### config.mk
export PLATFORM = sky130hd
export DESIGN_NAME = mac_dot_seq_flat
export DESIGN_NICKNAME = d
export VERILOG_FILES = /design/src/rtl/mac_dot_seq_if.sv /design/src/rtl/mac_dot_seq.sv /design/src/flat_wrapper.sv
export SDC_FILE = /design/constraint.sdc
export NUM_CORES = 1
export LEC_CHECK = 0
export CORE_UTILIZATION = 30
export CTS_BUF_LIST = sky130_fd_sc_hd__clkbuf_4 sky130_fd_sc_hd__clkbuf_8
export DETAILED_ROUTE_END_ITERATION = 10
export PLACE_DENSITY_LB_ADDON = 0.08
export SYNTH_ARGS = -nofsm -noshare
export SYNTH_HDL_FRONTEND = slang
export SYNTH_SLANG_ARGS = --single-unit
### constraint.sdc
create_clock -name clock -period 3.04 [get_ports clock]
set_input_delay 0.304 -clock clock [delete_from_list [all_inputs] [get_ports clock]]
set_output_delay 0.304 -clock clock [all_outputs]
set_load 0.1 [all_outputs]
### src/rtl/mac_dot_seq_if.sv
// +----------------------------------------------------------------------+
// | mac_dot_seq_if : operand-pair valid/ready stream into the sequencer  |
// | rev 1.0                                                              |
// +----------------------------------------------------------------------+
`default_nettype none

interface mac_dot_seq_if #(
  parameter int DATA_W = 32
) ();
  logic              in_valid;
  logic              in_ready;
  logic [DATA_W-1:0] in_a;
  logic [DATA_W-1:0] in_b;

  modport master (output in_valid, output in_a, output in_b, input  in_ready);
  modport slave  (input  in_valid, input  in_a, input  in_b, output in_ready);
endinterface

`default_nettype wire

### src/rtl/mac_dot_seq.sv
// +----------------------------------------------------------------------+
// | mac_dot_seq : dot-product sequencer driving a 64-bit accumulating MAC |
// | rev 1.0                                                              |
// +----------------------------------------------------------------------+
`default_nettype none

module mac_dot_seq #(
  parameter int DATA_W = 32,
  parameter int ACC_W  = 64,
  parameter int LEN_W  = 16
) (
  input  wire logic              clock,
  input  wire logic              reset_n,
  input  wire logic              start,
  input  wire logic [LEN_W-1:0]  len,
  input  wire logic              sub_mode,
  mac_dot_seq_if.slave           in_if,
  output logic [DATA_W-1:0]      mac_M,
  output logic [DATA_W-1:0]      mac_N,
  output logic                   mac_en,
  output logic [2:0]             mac_op,
  input  wire logic [DATA_W-1:0] mac_out,
  output logic                   busy,
  output logic                   done,
  output logic [ACC_W-1:0]       result
);

  localparam logic [1:0] OP_MAC  = 2'd0;
  localparam logic [1:0] OP_MTA  = 2'd1;
  localparam logic [1:0] OP_MTAN = 2'd2;
  localparam logic [1:0] OP_MSC  = 2'd3;

  typedef enum logic [2:0] {
    S_IDLE  = 3'd0,
    S_FIRST = 3'd1,
    S_ACC   = 3'd2,
    S_CLR   = 3'd3,
    S_RD_LO = 3'd4,
    S_RD_HI = 3'd5,
    S_DONE  = 3'd6
  } state_t;

  state_t           state;
  logic [LEN_W-1:0] remaining;
  logic             sub_r;
  logic             xfer;

  assign xfer = in_if.in_valid && in_if.in_ready;

  always_ff @(posedge clock or negedge reset_n) begin
    if (!reset_n) begin
      state     <= S_IDLE;
      remaining <= '0;
      sub_r     <= 1'b0;
      busy      <= 1'b0;
      done      <= 1'b0;
      result    <= '0;
    end else begin
      done <= 1'b0;
      case (state)
        S_IDLE: begin
          if (start) begin
            remaining <= len;
            sub_r     <= sub_mode;
            busy      <= 1'b1;
            state     <= (len != '0) ? S_FIRST : S_CLR;
          end
        end
        S_FIRST, S_ACC: begin
          if (xfer) begin
            remaining <= remaining - 1'b1;
            if (remaining == LEN_W'(1)) begin
              state <= S_RD_LO;
            end else begin
              state <= S_ACC;
            end
          end
        end
        S_CLR: begin
          state <= S_RD_LO;
        end
        S_RD_LO: begin
          result[DATA_W-1:0] <= mac_out;
          state              <= S_RD_HI;
        end
        S_RD_HI: begin
          result[ACC_W-1:DATA_W] <= mac_out;
          done                   <= 1'b1;
          state                  <= S_DONE;
        end
        S_DONE: begin
          busy  <= 1'b0;
          state <= S_IDLE;
        end
        default: begin
          state <= S_IDLE;
        end
      endcase
    end
  end

  // MAC drive is decoded from state so operands reach the MAC in the transfer cycle
  always_comb begin
    in_if.in_ready = 1'b0;
    mac_M          = '0;
    mac_N          = '0;
    mac_en         = 1'b0;
    mac_op         = 3'b000;
    case (state)
      S_FIRST: begin
        in_if.in_ready = 1'b1;
        mac_M          = in_if.in_a;
        mac_N          = in_if.in_b;
        mac_en         = in_if.in_valid;
        mac_op         = {1'b0, sub_r ? OP_MTAN : OP_MTA};
      end
      S_ACC: begin
        in_if.in_ready = 1'b1;
        mac_M          = in_if.in_a;
        mac_N          = in_if.in_b;
        mac_en         = in_if.in_valid;
        mac_op         = {1'b0, sub_r ? OP_MSC : OP_MAC};
      end
      S_CLR: begin
        mac_en = 1'b1;
        mac_op = {1'b0, OP_MTA};
      end
      S_RD_HI: begin
        mac_op = 3'b100;
      end
      default: begin
        mac_op = 3'b000;
      end
    endcase
  end

endmodule

`default_nettype wire
### src/flat_wrapper.sv
// flat-port wrapper written by rule: the top's interface ports become plain ports
module mac_dot_seq_flat 
#(
  parameter int DATA_W = 32,
  parameter int ACC_W  = 64,
  parameter int LEN_W  = 16
)
  (clock, reset_n, start, len, sub_mode, mac_M, mac_N, mac_en, mac_op, mac_out, busy, done, result, in_if_in_valid, in_if_in_a, in_if_in_b, in_if_in_ready);
  mac_dot_seq_if #(.DATA_W(DATA_W)) in_if_i ();
  input  wire logic clock;
  input  wire logic reset_n;
  input  wire logic start;
  input  wire logic [LEN_W-1:0] len;
  input  wire logic sub_mode;
  output logic [DATA_W-1:0] mac_M;
  output logic [DATA_W-1:0] mac_N;
  output logic mac_en;
  output logic [2:0] mac_op;
  input  wire logic [DATA_W-1:0] mac_out;
  output logic busy;
  output logic done;
  output logic [ACC_W-1:0] result;
  input wire logic [$bits(in_if_i.in_valid)-1:0] in_if_in_valid;
  input wire logic [$bits(in_if_i.in_a)-1:0] in_if_in_a;
  input wire logic [$bits(in_if_i.in_b)-1:0] in_if_in_b;
  output wire logic [$bits(in_if_i.in_ready)-1:0] in_if_in_ready;
  assign in_if_i.in_valid = in_if_in_valid;
  assign in_if_i.in_a = in_if_in_a;
  assign in_if_i.in_b = in_if_in_b;
  assign in_if_in_ready = in_if_i.in_ready;
  mac_dot_seq #(.DATA_W(DATA_W), .ACC_W(ACC_W), .LEN_W(LEN_W)) u_core (.clock(clock), .reset_n(reset_n), .start(start), .len(len), .sub_mode(sub_mode), .in_if(in_if_i), .mac_M(mac_M), .mac_N(mac_N), .mac_en(mac_en), .mac_op(mac_op), .mac_out(mac_out), .busy(busy), .done(done), .result(result));
endmodule
# Word level (Yosys, flattened, before mapping)

Index checks and enable logic that the tools add are counted.

Add/sub/neg operators: 1
Equal/unequal tests: 9
Reduce and logical (&&, ||, !) cells: 10
Muxes and demuxes: 18

Operator list:

| kind                  | number |
|---|---|
| $mux 32               | 2 |
| $mux 16               | 2 |
| $pmux 16 s2           | 1 |
| $eq 16x1->1 const B   | 1 |
| $reduce_bool 16->1    | 1 |
| $sub 16x1->16 const B | 1 |
| $pmux 3 s5            | 1 |
| $pmux 3 s4            | 1 |
| $eq 3x3->1 const B    | 3 |
| $mux 3                | 3 |
| $eq 3x2->1 const B    | 2 |
| $mux 2                | 3 |
| $reduce_and 2->1      | 3 |
| $pmux 1 s2            | 2 |
| $reduce_bool 2->1     | 2 |
| $eq 3x1->1 const B    | 1 |
| $logic_not 3->1       | 1 |
| $mux 1                | 3 |
| $reduce_and 3->1      | 1 |
| $ne 2x1->1 const B    | 1 |
| $ne 2x2->1 const B    | 1 |
| $reduce_or 2->1       | 1 |
| $logic_and 1x1->1     | 1 |

Output and inout port bits: 135
Bits of input ports: 117
Logic and storage cells: 45
Register bits after elaboration: 86

# Longest topological paths before layout

Word-level depth: 6
Depth in mapped cells: 8
Depth with buffers taken out: 6

# Worst setup path after synthesis

Ideal clock, no wire load.

Path kind: flip-flop to output port
From: register u_core.state[1]
To: output port mac_N[23]
Arrival time: 2.954 ns
Setup slack: -0.218 ns
Buffers on the path: 3
Cell stages (with the launch flop): 8
Required time: 2.736 ns
Cells stage by stage: dfrtp_1 buf_2 xor2_1 nand2b_1 inv_1 buf_2 clkbuf_1 and2_1

Longest elaborated chain between the ends: 3
Elaborated cells between the ends (all ways): 4
Those cells by class: 2 x eq/ne; 1 x mux; 1 x reduce/logical

RTL lines:

| element                                         | RTL line           | source |
|---|---|---|
| from (decl)                                     | mac_dot_seq.sv:43  | `state_t state;` |
| from (signal assigned)                          | mac_dot_seq.sv:66  | `state <= (len != '0) ? S_FIRST : S_CLR;` |
| $eq 3x1->1 / $eq 3x2->1 (equally long branches) | mac_dot_seq.sv:109 | `case (state)` |
| $reduce_or 2->1 (no source line) (*)            | -                  |  |
| $mux 32 (*)                                     | mac_dot_seq.sv:109 |  |
| to (decl)                                       | flat_wrapper.sv:16 | `output logic [DATA_W-1:0] mac_N;` |

Every way passes the cells marked *; elsewhere a longest branch is shown, timed or not.

# Worst setup path in the final report

From: register u_core.state[0]
To: output port mac_N[1]

Same word-level chain as after synthesis.

==> flow_summary.json <==
{
  "synth_edf_count": 0,
  "seq_area_frac_synth_pct": 49.68,
  "antenna_found_initial": 0,
  "core_region_area_um2": 13990,
  "ys_ff_latch": 86,
  "crit_family": "buffers and inverters",
  "port_buffers": 251,
  "arrival_ns": 2.35,
  "r2r_cells": 4,
  "die_area_um2": 14920,
  "path_max_fanout": 65,
  "synth_top_area_cell": "dfrtp_1",
  "pin_count": 252,
  "skew_ns": 0.01456,
  "fmax_ghz": 0.3764,
  "cts.reportedPaths.clkPinSlew_ns": 0.10,
  "cpMostUsedCell": "buf_12",
  "routedWlPerCell_um": 18.50,
  "grt_overflow_total": 0,
  "drv_slew": 0,
  "worstPathRequired_ns": 2.74,
  "grt_usage_pct": 21.21,
  "whs_ns": 0.1370,
  "drt_wl_total_um": 16260,
  "cpPeakStageDelay_ns": 0.65,
  "hold_viol_final": 0,
  "post-route-period-util_pct": 87.40,
  "tns_ns": 0,
  "synth_cells": 454,
  "syn_to_final_growth_pct": 80.42,
  "status": "finished, final reports clean",
  "cts_resized": 0,
  "dr.pass1.iters": 4,
  "cp_cell_sequence": "xor2_1 > nand2b_1 > inv_2 > buf_12 > and2_1 > buf_12",
  "nFillCells": 1233,
  "n_antenna_cell": 0,
  "ctsHoldBuffers": 0,
  "ant_nets": 0,
  "crit_type": "reg2out",
  "drive_gt1_share_pct": 23.61,
  "synth_nets": 573,
  "clock_latency_ns": 0.37,
  "cp_num_cells": 6,
  "async_flop_share_pct": 100.0,
  "yosys_warnings": 0,
  "vias": 4259,
  "routabilityCongestion": 0.8033,
  "slew_headroom_pct": 26.79,
  "slowest_stage": "dfrtp_1",
  "startpoint_type": "flop",
  "post_cts_buffers": 0,
  "synth_cell_types": 45,
  "grt_pass1_wl_um": 23630,
  "drt-initial-drc-count": 286,
  "synth_top_flop_cell": "dfrtp_1",
  "finalCriticalPeriod_ns": 2.657,
  "tightest_slew_ns": 1.098,
  "die_h_um": 122.2,
  "drc_errors": 0,
  "cts_sinks": 86,
  "via_per_inst": 4.845,
  "maxCapViolCount": 0,
  "cp-end-kind": "primary output",
  "nets": 813,
  "yosysMostFrequentCell": "nand2_1",
  "cts_tree": "yes",
  "grt_pass1_vias": 4172,
  "numCtsBuffers": 9,
  "synth_common_cells": "nand2_1 (103), dfrtp_1 (86), and2_1 (65)",
  "yosysTopAreaCellShare_pct": 49.68,
  "cp_num_buf_inv": 3,
  "grt_start_max_net_pins": 87,
  "synth.avg_cell_area_um2": 9.541,
  "cts.path.max_buffers": 2,
  "die_width_um": 122.2,
  "rsz0062_at_grt": "no",
  "num_rows": 43,
  "yosys-top-cells-area": "dfrtp_1 (50%), and2_1 (9.4%), nand2_1 (8.9%)",
  "dp_hpwl_um": 12420,
  "cts_htree_levels": 3,
  "syn-cell-area_um2": 4332,
  "hold_class": "in2async",
  "finalSetupViolCount": 0,
  "start_util_pct": 30.97,
  "root_buffer": "clkbuf_8"
}
## path summary, 6_finish.rpt
path	endpoint	from	slack (ns)
worst max register to register	u_core.remaining[7]	u_core.remaining[0]	0.99
max in group asynchronous	u_core.result[32]	reset_n	2.20
worst min register to register	u_core.result[45]	u_core.result[45]	0.48
worst max-delay path	mac_N[1]	u_core.state[0]	0.38
worst min-delay path	u_core.result[25]	reset_n	0.14
min in group clock	u_core.result[42]	mac_out[10]	0.48
## state kept, by name, summed over array words and instances, names as in the netlist
register,flops
u_core.done,1
u_core.sub_r,1
u_core.remaining,16
u_core.state,3
u_core.busy,1
u_core.result,64
## metrics by stage
stage / instances / setup slack (ns) / area (µm²) / utilization [%]
5_1_grt: 879 / 0.1882 / 7815 / 55.87
6_report: 879 / 0.3831 / 7815 / 55.87
4_1_cts: 879 / 0.3676 / 7815 / 55.87
2_1_floorplan: 454 / 0.2777 / 4333 / -
3_5_place_dp: 863 / 0.7784 / 7612 / 54.42
3_3_place_gp: 863 / 0.8018 / 7612 / 54.42
## logic make-up after synthesis
group,after synthesis,share of synthesized area (%)
fa+ha+maj,2,0.5776
mux,35,9.012
buf+inv,40,3.697
flops,86,49.68
compound gates,63,10.63
simple gates,226,26.00
xor+xnor,2,0.4045
## layout make-up
type	count	area (µm²)	share of cell area (%)
repair buffers	261	3178	40.67
flip-flops and latches	86	2152	27.54
multi-input cells	328	2027	25.94
well taps	180	225.2	2.882
clock buffers	9	123.9	1.585
clock inverters	7	78.83	1.009
inverters	8	30.03	0.3842
## per-layer routing
| metal | global-route usage (%) | up-vias | wire [µm] | part of all wire, % |
|---|---|---|---|---|
| li1 | - | 2028 | - | - |
| met1 | 23.22 | 2021 | 5878 | 36 |
| met2 | 38.70 | 194 | 8468 | 52 |
| met3 | 6.648 | 16 | 1611 | 9.9 |
| met4 | 6.631 | 0 | 302 | 1.9 |
| met5 | 0 | - | 0 | 0 |
## placed cells by master, fill, tap and decap left out, types with 7 or more instances in the layout
cell type and n:
and2_1 65, nor2_1 16, buf_12 68, o31ai_1 7
buf_4 46, nand2_1 103, o21ai_0 7, dfrtp_1 86
mux2_2 30, a211oi_1 10, nor3_1 9, inv_1 7
clkbuf_8 9, clkdlybuf4s50_1 147, o22a_1 10, nor4_1 7
## worst reg2reg max path, delay by kind of cell, from the launching register on
family           cells  cell delay (ns)
AO/OA/AOI/OAI        2             0.52
flip-flops           1             0.47
AND/OR/NAND/NOR      2             0.96
Power is not shown: default switching activity piles up to over one toggle a cycle in this logic, so the estimate is an artifact.
